### src/rtl/alu_sequencer.sv
// rtl/alu_sequencer.sv - fetch/decode/execute/writeback sequencer driving an 8-bit ALU and 4x8 register file
// Optional feature macro: ALU_SEQ_BRANCH_EN (op 1000 becomes branch-if-zero).
module alu_sequencer #(
  parameter int         PC_W    = 8,
  parameter int         NREG    = 4,
  parameter logic [3:0] HALT_OP = 4'b1111
) (
  input  logic            clk,
  input  logic            rst,
  input  logic            start,
  output logic [PC_W-1:0] instr_addr,
  input  logic [15:0]     instr_data,
  output logic [3:0]      alu_opcode,
  output logic [7:0]      alu_a,
  output logic [7:0]      alu_b,
  output logic [7:0]      alu_load_number,
  input  logic [7:0]      alu_out,
  input  logic [3:0]      alu_flag,
  output logic [3:0]      flag_q,
  output logic            busy,
  output logic            halted,
  input  logic [1:0]      dbg_sel,
  output logic [7:0]      dbg_data
);

  typedef enum logic [2:0] {
    S_IDLE,
    S_FETCH,
    S_DECODE,
    S_EXECUTE,
    S_WRITEBACK,
    S_HALT
  } state_t;

  state_t          state;
  logic [PC_W-1:0] pc;
  logic [3:0]      ir_op;
  logic [1:0]      ir_rd;
  logic [7:0]      ir_imm;
  logic [7:0]      res_q;
  logic [3:0]      res_flag;
  logic [7:0]      regs [NREG];

  assign instr_addr = pc;
  assign dbg_data   = regs[dbg_sel];

  always_ff @(posedge clk) begin
    if (rst) begin
      state           <= S_IDLE;
      pc              <= '0;
      flag_q          <= '0;
      busy            <= 1'b0;
      halted          <= 1'b0;
      alu_opcode      <= 4'b1111;
      alu_a           <= '0;
      alu_b           <= '0;
      alu_load_number <= '0;
      ir_op           <= '0;
      ir_rd           <= '0;
      ir_imm          <= '0;
      res_q           <= '0;
      res_flag        <= '0;
      for (int i = 0; i < NREG; i++) regs[i] <= '0;
    end else begin
      case (state)
        S_IDLE, S_HALT: begin
          if (start) begin
            pc     <= '0;
            busy   <= 1'b1;
            halted <= 1'b0;
            state  <= S_FETCH;
          end
        end
        S_FETCH: state <= S_DECODE;
        S_DECODE: begin
          // Operands are read here, so rd==rs both see the pre-write value.
          ir_op           <= instr_data[15:12];
          ir_rd           <= instr_data[11:10];
          ir_imm          <= instr_data[7:0];
          alu_a           <= regs[instr_data[11:10]];
          alu_b           <= regs[instr_data[9:8]];
          alu_load_number <= instr_data[7:0];
          alu_opcode      <= instr_data[15:12];
          state           <= S_EXECUTE;
        end
        S_EXECUTE: begin
          res_q      <= alu_out;
          res_flag   <= alu_flag;
          alu_opcode <= 4'b1111;
          state      <= S_WRITEBACK;
        end
        S_WRITEBACK: begin
          if (ir_op == HALT_OP) begin
            busy   <= 1'b0;
            halted <= 1'b1;
            state  <= S_HALT;
          end else begin
            state <= S_FETCH;
            pc    <= pc + PC_W'(1);
            if (ir_op <= 4'b0110) begin
              regs[ir_rd] <= res_q;
              flag_q      <= res_flag;
            end else if (ir_op == 4'b1110) begin
              regs[ir_rd] <= ir_imm;
            end
`ifdef ALU_SEQ_BRANCH_EN
            else if (ir_op == 4'b1000 && flag_q[1]) begin
              pc <= PC_W'(ir_imm);
            end
`endif
          end
        end
        default: state <= S_IDLE;
      endcase
    end
  end

endmodule

### config.mk
export PLATFORM = sky130hd
export DESIGN_NAME = alu_sequencer
export DESIGN_NICKNAME = d
export VERILOG_FILES = /design/src/rtl/alu_sequencer.sv
export SDC_FILE = /design/constraint.sdc
export NUM_CORES = 1
export LEC_CHECK = 0
export CAP_MARGIN = 25
export CORE_AREA = 2 2 102 104
export CTS_CLUSTER_SIZE = 24
export DETAILED_ROUTE_END_ITERATION = 10
export DIE_AREA = 0 0 104 106
export GPL_TIMING_DRIVEN = 0
export PLACE_DENSITY_LB_ADDON = 0.2
export SYNTH_ARGS = -nofsm -noshare
export SYNTH_HDL_FRONTEND = slang
export SYNTH_SLANG_ARGS = --single-unit
### constraint.sdc
create_clock -name clk -period 2.82 [get_ports clk]
set_input_delay 0.564 -clock clk [delete_from_list [all_inputs] [get_ports clk]]
set_output_delay 0.564 -clock clk [all_outputs]
set_load 0.02 [all_outputs]
==> impl_metrics.env, run 1 <==
export IMPL_clockPowerShare=0.311
export IMPL_post_route_util=0.545
export IMPL_ctsResizeCount=1
export IMPL_critPathKind="flip-flop to flip-flop"
export IMPL_clock_path_buffers=2
export IMPL_antenna_found_initial=0
export IMPL_drv_slew=0
export IMPL_p_total_mw=2.85
export IMPL_max_cap_violations=0
export IMPL_reg2reg_depth=8
export IMPL_post_drt_via_cell_ratio=5.20
export IMPL_die_w_um=104
export IMPL_final_setup_skew_ns=0.0125
export IMPL_end_kind="flip-flop"
export IMPL_syn_nets=447
export IMPL_critical_path_endpoint="regs[0][6]$_SDFFCE_PN0P_"
export IMPL_switchingPower_mw=0.745
export IMPL_r2r_slack_ns=0.18
export IMPL_arrival_ns=2.65
export IMPL_hold_ws_ns=0.456
export IMPL_peakVddDrop_uv=217
export IMPL_num_rows=37
export IMPL_clock_sinks=95
export IMPL_drt_iter0_markers=158
export IMPL_run_status="finished clean"
export IMPL_netlist_area_mm2=0.00433
export IMPL_grt_use_met1=0.241
export IMPL_die_h_um=106
export IMPL_cts_tree="yes"
export IMPL_place_gp_congestion=0.816
export IMPL_tightest_slew_ns=0.889
export IMPL_htreeDepth=3
export IMPL_seq_power_share=0.534
export IMPL_layout_drive_gt1_share=0.107
export IMPL_syn_inst=413
export IMPL_power_frac_comb=0.155
export IMPL_vias=3327
export IMPL_post_cts_setup_buffer_count=0
export IMPL_ys_seq_elements=95
export IMPL_final_cells=640
export IMPL_dieArea_mm2=0.0110
export IMPL_placed_cells=624
export IMPL_hold_class="flip-flop to flip-flop"
export IMPL_p_sw_frac=0.262
export IMPL_grt_pass1_vias=3183
export IMPL_p_int_mw=2.10
export IMPL_critPathLaunch="state[1]$_SDFFE_PP0P_"
export IMPL_crit_required_ns=2.83
export IMPL_cellPowerDensity_mw_per_mm2=522
export IMPL_slew_headroom=0.406
export IMPL_grt_use_total=0.184
export IMPL_yosysWarningCount=0
export IMPL_grtUsageMet2=0.298
export IMPL_hpwl_um=7160
export IMPL_busiest_layer="met2"
export IMPL_seq_area_frac_synth=0.513
export IMPL_post_route_period_util=0.936
export IMPL_crit_fanout=10
export IMPL_timing_final_ws_setup_ns=0.181
export IMPL_clk_pin_slew_ns=0.10
export IMPL_met3_usage=0.0368
export IMPL_fin_crit_ns=2.64
export IMPL_cts_root_buf="clkbuf_8"
export IMPL_cp_start_kind="flip-flop"
export IMPL_leakage_nw=1.77
export IMPL_start_util=0.433
export IMPL_grt_pass1_wl_um=15800
export IMPL_insertion_delay_ns=0.36
export IMPL_netlist_cell_type_count=37
export IMPL_pre_cts_slack_ns=-0.0304
export IMPL_post_route_drc_count=0
export IMPL_max_freq_mhz=379
export IMPL_n_antenna_cell=0
export IMPL_r2r_start="state[1]$_SDFFE_PP0P_"
export IMPL_io_buffers=75
export IMPL_cts_hold_buf=0
export IMPL_syn_mean_instance_area_um2=10.5
export IMPL_grt_max_degree=16
export IMPL_reg2reg_to="regs[0][6]$_SDFFCE_PN0P_"
export IMPL_pin_count=83
export IMPL_core_mm2=0.0100
export IMPL_ant_nets=0
export IMPL_hold_viol=0
export IMPL_grt_ovfl_total=0
export IMPL_cts_inserted_buffers=9
export IMPL_dr_pass1_iters=5
export IMPL_finalSetupViolCount=0
export IMPL_wl_per_cell_um=15.2
export IMPL_rsz0062_at_grt="false"
export IMPL_nets=533
export IMPL_wl_um=9730
export IMPL_syn_to_final_growth_pct=25.8
cells by family (layout without fill, tap and decap cells):
group / after synthesis / after routing / share of synthesized area
AO/OA/AOI/OAI: 71 / 71 / 0.0922
XOR/XNOR: 2 / 2 / 0.00405
adder cells (fa/ha/maj): 1 / 1 / 0.00289
buffers and inverters: 33 / 124 / 0.0361
flip-flops: 95 / 95 / 0.513
multiplexers: 36 / 36 / 0.176
AND/OR/NAND/NOR: 175 / 175 / 0.176
flip-flops by register name (all words and copies together) (netlist names):
name	cells
ir_rd	2
alu_a	8
ir_op	4
busy	1
res_flag	4
res_q	8
ir_imm	8
alu_b	8
alu_opcode	4
state	3
instr_addr	8
flag_q	4
halted	1
regs	32
worst max-delay path, stage by stage (launching register included):
cell,delay [ns]
dfxtp_1,0.32
buf_6,0.13
or3b_1,0.33
buf_2,0.17
a2111o_1,0.35
buf_6,0.17
or3_1,0.32
buf_6,0.15
nand2b_1,0.34
worst min path at each step:
stage                                     endpoint  depth (start not counted)                     start
final                        alu_a[0]$_SDFFE_PP0P_                          2     alu_a[0]$_SDFFE_PP0P_
after floorplan           res_flag[0]$_SDFFE_PP0P_                          2  res_flag[0]$_SDFFE_PP0P_
after CTS                    alu_a[0]$_SDFFE_PP0P_                          2     alu_a[0]$_SDFFE_PP0P_
after global routing         alu_b[4]$_SDFFE_PP0P_                          2     alu_b[4]$_SDFFE_PP0P_
after global placement       alu_a[5]$_SDFFE_PP0P_                          2     alu_a[5]$_SDFFE_PP0P_
after detailed placement     alu_a[0]$_SDFFE_PP0P_                          2     alu_a[0]$_SDFFE_PP0P_
final cells by class:
class	instances	area, um2
clock inverters	2	11.3
clock buffers	14	184
plain buffers	32	154
inverters	1	3.75
flip-flops and latches	95	2220
multi-input cells	285	1950
well taps	136	170
repair buffers	75	751
fillers	934	4550
per-stage QoR:
stage | setup TNS (ns) | cell area (um2)
3_3_place_gp | -0.129 | 5250
5_1_grt | 0 | 5450
3_5_place_dp | -0.125 | 5250
4_1_cts | 0 | 5450
2_1_floorplan | 0 | 4330
6_report | 0 | 5450
cells in the final DEF, fill, tap and decap left out, drive strengths merged, types with 2 or more instances in the layout:
| master | Yosys | routed |
|---|---|---|
| or4 | 7 | 7 |
| xnor2 | 2 | 2 |
| clkbuf | 23 | 37 |
| o211ai | 2 | 2 |
| nor3 | 2 | 2 |
| a21oi | 52 | 52 |
| mux4 | 24 | 24 |
| nor2 | 41 | 41 |
| inv | 1 | 2 |
| clkdlybuf4s50 | 0 | 75 |
| nand3 | 6 | 6 |
| or3 | 2 | 2 |
| edfxtp | 32 | 32 |
| and3 | 2 | 2 |
| nand2b | 6 | 6 |
| o21bai | 3 | 3 |
| dfxtp | 63 | 63 |
| o31ai | 4 | 4 |
| nor2b | 2 | 2 |
| buf | 9 | 9 |
| nand2 | 97 | 97 |
| nand4 | 2 | 2 |
| o21ai | 4 | 4 |
| mux2i | 12 | 12 |
| and2 | 3 | 3 |
| a21o | 2 | 2 |
| or3b | 3 | 3 |
per-layer routing:
layer / vias up / wire, um
met2: 100 / 4680
met1: 1578 / 4370
met5: - / 0
li1: 1634 / -
met4: 0 / 139
met3: 15 / 537
Yosys cell counts (all sizes together):
| cell type | instances | area share |
|---|---|---|
| edfxtp | 32 | 0.22 |
| buf | 9 | 0.015 |
| nor2 | 41 | 0.036 |
| inv | 1 | 0.00087 |
| o21bai | 3 | 0.0052 |
| nand2 | 97 | 0.084 |
| mux4 | 24 | 0.12 |
| o21ai | 4 | 0.0046 |
| a2111o | 1 | 0.0026 |
| clkbuf | 23 | 0.020 |
| nand2b | 6 | 0.0087 |
| o31ai | 4 | 0.0069 |
| or3b | 3 | 0.0061 |
| ha | 1 | 0.0029 |
| o211ai | 2 | 0.0035 |
| nor3b | 1 | 0.0017 |
| nand4 | 2 | 0.0029 |
| dfxtp | 63 | 0.29 |
| nor3 | 2 | 0.0023 |
| nand3b | 1 | 0.0017 |
| nor2b | 2 | 0.0029 |
| o21a | 1 | 0.0017 |
| and2 | 3 | 0.0043 |
| or4 | 7 | 0.013 |
| a21o | 2 | 0.0035 |
| mux2i | 12 | 0.051 |
| or3 | 2 | 0.0029 |
| o2111ai | 1 | 0.0020 |
| a21oi | 52 | 0.060 |
| xnor2 | 2 | 0.0040 |
| and3 | 2 | 0.0029 |
| nand3 | 6 | 0.0069 |
| a311oi | 1 | 0.0020 |
power by group through the flow:
stage          Combinational, mW  Sequential [mW]  Clock, mW
2_1_floorplan              0.233             1.58          0
3_3_place_gp               0.441             1.55          0
3_5_place_dp               0.444             1.55          0
4_1_cts                    0.446             1.52      0.906
5_1_grt                    0.483             1.53      0.951
6_report                   0.441             1.52      0.886
(Power assumes the default switching activity.)
==> run 2: changes to the inputs <==
--- a/config.mk
+++ b/config.mk
@@ -11,7 +11,7 @@
 export DETAILED_ROUTE_END_ITERATION = 10
 export DIE_AREA = 0 0 104 106
 export GPL_TIMING_DRIVEN = 0
-export PLACE_DENSITY_LB_ADDON = 0.2
+export PLACE_DENSITY = 0.68
 export SYNTH_ARGS = -nofsm -noshare
 export SYNTH_HDL_FRONTEND = slang
 export SYNTH_SLANG_ARGS = --single-unit
==> impl_metrics.env, run 2 (same netlist as run 1, synthesis figures left out) <==
export IMPL_run_status="finished clean"
export IMPL_fin_setup_tns_ns=0
export IMPL_holdPathEnd="alu_a[1]$_SDFFE_PP0P_"
export IMPL_syn_to_final_growth_pct=26.1
export IMPL_clock_path_buffers=2
export IMPL_grt_ovfl_total=0
export IMPL_hold_depth=2
export IMPL_pin_count=83
export IMPL_critPathKind="flip-flop to flip-flop"
export IMPL_arrival_ns=2.62
export IMPL_peakVddDrop_uv=249
export IMPL_grt_max_degree=16
export IMPL_placed_area_mm2=0.00525
export IMPL_insertion_delay_ns=0.37
export IMPL_place_gp_congestion=0.789
export IMPL_r2r_slack_ns=0.22
export IMPL_p_int_mw=2.13
export IMPL_timing_final_ws_setup_ns=0.221
export IMPL_largest_register_ffs=32
export IMPL_registers_top_by_ff_count="regs"
export IMPL_fin_crit_ns=2.60
export IMPL_drv_slew=0
export IMPL_hpwl_um=7360
export IMPL_p_sw_frac=0.262
export IMPL_htreeDepth=3
export IMPL_dr_pass1_iters=4
export IMPL_layout_commonest_cell="nand2_1"
export IMPL_rsz0062_at_grt="false"
export IMPL_placed_cells=624
export IMPL_critPathLaunch="state[1]$_SDFFE_PP0P_"
export IMPL_cts_root_buf="clkbuf_8"
export IMPL_post_route_drc_count=0
export IMPL_crit_fanout=10
export IMPL_die_h_um=106
export IMPL_grt_use_total=0.187
export IMPL_final_cells=640
export IMPL_cts_inserted_buffers=9
export IMPL_end_kind="flip-flop"
export IMPL_post_route_period_util=0.922
export IMPL_grt_pass1_wl_um=16100
export IMPL_post_route_util=0.546
export IMPL_reg2reg_to="regs[0][6]$_SDFFCE_PN0P_"
export IMPL_cts_tree="yes"
export IMPL_leakage_nw=1.77
export IMPL_r2r_start="state[1]$_SDFFE_PP0P_"
export IMPL_io_buffers=75
export IMPL_antenna_found_initial=0
export IMPL_dieArea_mm2=0.0110
export IMPL_layout_drive_gt1_share=0.111
export IMPL_finalSetupViolCount=0
export IMPL_fillCellCount=929
export IMPL_seq_power_share=0.525
export IMPL_clk_pin_slew_ns=0.09
export IMPL_n_antenna_cell=0
export IMPL_final_setup_skew_ns=0.00841
export IMPL_nets=533
export IMPL_pre_cts_slack_ns=-0.0347
export IMPL_hold_ws_ns=0.457
export IMPL_wl_um=9920
export IMPL_grt_pass1_vias=3296
export IMPL_cellPowerDensity_mw_per_mm2=529
export IMPL_hold_class="flip-flop to flip-flop"
export IMPL_wl_per_cell_um=15.5
export IMPL_p_total_mw=2.89
export IMPL_max_freq_mhz=385
export IMPL_num_rows=37
export IMPL_power_frac_comb=0.154
export IMPL_crit_required_ns=2.84
export IMPL_ant_nets=0
export IMPL_drt_iter0_markers=160
export IMPL_reg2reg_depth=8
export IMPL_slew_headroom=0.386
export IMPL_clock_sinks=95
export IMPL_vias=3314
export IMPL_design_area_mm2=0.00546
export IMPL_die_w_um=104
export IMPL_tightest_slew_ns=0.919
export IMPL_core_mm2=0.0100
export IMPL_clockPowerShare=0.320
export IMPL_hold_viol=0
export IMPL_max_cap_violations=0
export IMPL_post_drt_via_cell_ratio=5.18
export IMPL_start_util=0.433
export IMPL_cts_hold_buf=0
export IMPL_holdCritStartpoint="alu_a[1]$_SDFFE_PP0P_"
export IMPL_cp_start_kind="flip-flop"
export IMPL_layout_common_cells="nand2_1, clkdlybuf4s50_1, dfxtp_1"
export IMPL_switchingPower_mw=0.756
==> run 2: per-layer routing <==
layer  share of wire  routed length [um]  vias to the layer above  global-route usage
li1                -                   -                     1636                   -
met1            0.45                4450                     1572               0.231
met2            0.48                4790                       91               0.321
met3           0.050                 493                       15              0.0349
met4           0.019                 189                        0              0.0849
met5               0                   0                        -                   0
==> run 2: worst max-delay path: stages (launching register included) <==
cell,delay [ns]
dfxtp_1,0.32
buf_6,0.13
or3b_1,0.33
buf_2,0.17
a2111o_1,0.34
buf_6,0.17
or3_1,0.33
buf_6,0.15
nand2b_1,0.32
==> run 2: final cells by class <==
cell class                      count  area (um2)  area share
Sequential cell                    95        2220       0.407
Multi-Input combinational cell    285        1950       0.358
Timing Repair Buffer               75         751       0.138
Tap cell                          136         170      0.0312
Buffer                             32         154      0.0282
Clock buffer                       10         149      0.0273
Clock inverter                      6        57.6      0.0105
Inverter                            1        3.75    0.000688
==> run 2: timing repair <==
item	CTS	global route
setup endpoints to repair	6	0
buffers inserted	0	0
resized for setup	1	0
hold endpoints to repair	0	0
==> run 2: worst max path at each step <==
stage,end,depth (start not counted)
6_report,regs[0][6]$_SDFFCE_PN0P_,8
5_1_grt,regs[0][3]$_SDFFCE_PN0P_,8
4_1_cts,regs[0][2]$_SDFFCE_PN0P_,8
3_5_place_dp,dbg_data[7],3
3_3_place_gp,dbg_data[7],3
2_1_floorplan,regs[0][0]$_SDFFCE_PN0P_,8
==> run 2: power groups by stage <==
stage                     registers, mW  logic, mW  clock network (mW)
after floorplan                    1.58      0.233                   0
after global placement             1.55      0.441                   0
after detailed placement           1.55      0.448                   0
after CTS                          1.52      0.450               0.947
after global routing               1.53      0.485               0.990
final                              1.52      0.446               0.926
==> run 3: changes to the inputs <==
--- a/config.mk
+++ b/config.mk
@@ -6,12 +6,11 @@
 export NUM_CORES = 1
 export LEC_CHECK = 0
 export CAP_MARGIN = 25
-export CORE_AREA = 2 2 102 104
+export CORE_AREA = 2 2 95 97
 export CTS_CLUSTER_SIZE = 24
 export DETAILED_ROUTE_END_ITERATION = 10
-export DIE_AREA = 0 0 104 106
-export GPL_TIMING_DRIVEN = 0
-export PLACE_DENSITY = 0.68
+export DIE_AREA = 0 0 97 99
+export PLACE_DENSITY = 0.77
 export SYNTH_ARGS = -nofsm -noshare
 export SYNTH_HDL_FRONTEND = slang
 export SYNTH_SLANG_ARGS = --single-unit
==> impl_metrics.env, run 3 (same netlist as run 1, synthesis figures left out) <==
export IMPL_run_status="finished clean"
export IMPL_multi_input_area_mm2=0.00195
export IMPL_arrival_ns=2.08
export IMPL_core_mm2=0.00855
export IMPL_leakage_nw=1.83
export IMPL_cp_cell_sequence="clkdlybuf4s50_1, buf_4, mux4_2, dlygate4sd2_1"
export IMPL_cts_root_buf="clkbuf_8"
export IMPL_crit_fanout=3
export IMPL_max_cap_violations=0
export IMPL_pin_count=83
export IMPL_layout_drive_gt1_share=0.130
export IMPL_grt_use_total=0.211
export IMPL_cp_start_kind="input pin"
export IMPL_rsz0062_at_grt="false"
export IMPL_clock_sinks=95
export IMPL_end_kind="output pin"
export IMPL_die_w_um=97
export IMPL_cts_tree="yes"
export IMPL_grt_pass1_wl_um=16000
export IMPL_layout_commonest_cell="nand2_1"
export IMPL_hold_class="flip-flop to flip-flop"
export IMPL_wl_per_cell_um=16.3
export IMPL_insertion_delay_ns=0.36
export IMPL_antenna_found_initial=0
export IMPL_grt_ovfl_total=0
export IMPL_fillCellCount=710
export IMPL_drt_iter0_markers=149
export IMPL_ant_nets=0
export IMPL_peakVddDrop_uv=310
export IMPL_die_h_um=99
export IMPL_io_buffers=82
export IMPL_p_total_mw=2.90
export IMPL_drv_slew=0
export IMPL_num_rows=34
export IMPL_design_area_mm2=0.00546
export IMPL_htreeDepth=3
export IMPL_crit_required_ns=2.26
export IMPL_seqCellArea_mm2=0.00222
export IMPL_place_gp_congestion=0.791
export IMPL_n_antenna_cell=0
export IMPL_syn_to_final_growth_pct=26.0
export IMPL_cts_inserted_buffers=9
export IMPL_nets=522
export IMPL_pre_cts_slack_ns=-0.0334
export IMPL_clk_pin_slew_ns=0.09
export IMPL_dieArea_mm2=0.00960
export IMPL_grt_max_degree=60
export IMPL_wl_um=9770
export IMPL_layout_common_cells="nand2_1, clkdlybuf4s50_1, dfxtp_1"
export IMPL_placed_area_mm2=0.00525
export IMPL_cellPowerDensity_mw_per_mm2=531
export IMPL_slew_headroom=0.601
export IMPL_largest_register_ffs=32
export IMPL_grt_pass1_vias=3327
export IMPL_clock_path_buffers=2
export IMPL_hold_viol=0
export IMPL_final_setup_skew_ns=0.0136
export IMPL_hpwl_um=6800
export IMPL_registers_top_by_ff_count="regs"
export IMPL_cts_hold_buf=0
export IMPL_post_route_drc_count=0
export IMPL_cp_slowest_cell="mux4_2"
export IMPL_timing_final_ws_setup_ns=0.180
export IMPL_post_route_period_util=0.936
export IMPL_fin_crit_ns=2.64
export IMPL_cpPeakStageDelay_ns=0.51
export IMPL_vias=3333
export IMPL_max_freq_mhz=379
export IMPL_start_util=0.506
export IMPL_dr_pass1_iters=4
export IMPL_finalSetupViolCount=0
export IMPL_post_drt_via_cell_ratio=5.55
export IMPL_critPathKind="input pin to output pin"
export IMPL_hold_ws_ns=0.456
export IMPL_tightest_slew_ns=0.597
[run 3: changes by cell type in the layout (fill, tap and decap cells not counted), sizes merged]
cell           previous run  this run
clkbuf                   33        12
dlygate4sd2               0         8
buf                       9        15
clkdlybuf4s50            75        73
bufinv                    1         0
clkinv                    4         3
clkinvlp                  1         0
inv                       1         2
[run 3: through the flow]
step	util	instances	TNS, ns
after global routing	0.638	601	0
after global placement	0.614	585	-0.0578
after floorplan	-	413	0
after detailed placement	0.614	585	-0.156
after CTS	0.638	601	0
final	0.638	601	0
[run 3: critical path, delay by kind of cell]
kind | cells | cell delay [ns]
buffers and inverters | 3 | 1.00
muxes | 1 | 0.51
[run 3: area by class of cell]
| cell class | instances | area share |
|---|---|---|
| Sequential cell | 95 | 0.407 |
| Clock buffer | 12 | 0.0344 |
| Multi-Input combinational cell | 285 | 0.358 |
| Timing Repair Buffer | 96 | 0.169 |
| Inverter | 1 | 0.000688 |
| Tap cell | 108 | 0.0248 |
| Clock inverter | 4 | 0.00573 |
[run 3: worst paths after layout]
check	startpoint	end	slack (ns)	cells after the start
worst max-delay path	dbg_sel[0]	dbg_data[7]	0.18	4
worst min register to register	alu_a[2]$_SDFFE_PP0P_	alu_a[2]$_SDFFE_PP0P_	0.46	2
worst min-delay path	alu_a[2]$_SDFFE_PP0P_	alu_a[2]$_SDFFE_PP0P_	0.46	2
worst max register to register	state[0]$_SDFFE_PP0P_	regs[0][3]$_SDFFCE_PN0P_	0.35	4
[run 3: repair_timing]
action	CTS	global route
buffers inserted	0	0
resized for setup	8	0
setup endpoints to repair	8	0
[run 3: layer usage]
layer  track usage  up-vias  wire, um
li1              -     1607         -
met5             0        -         0
met3        0.0369       14       502
met4         0.102        0       174
met1         0.268     1607      4300
met2         0.353      105      4790
[run 3: where the power goes]
part	leakage [nW]	switching, mW	internal (mW)	total [mW]
combinational	0.879	0.224	0.203	0.427
sequential	0.841	0.0566	1.47	1.53
clock	0.113	0.483	0.457	0.940
total	1.83	0.763	2.13	2.90
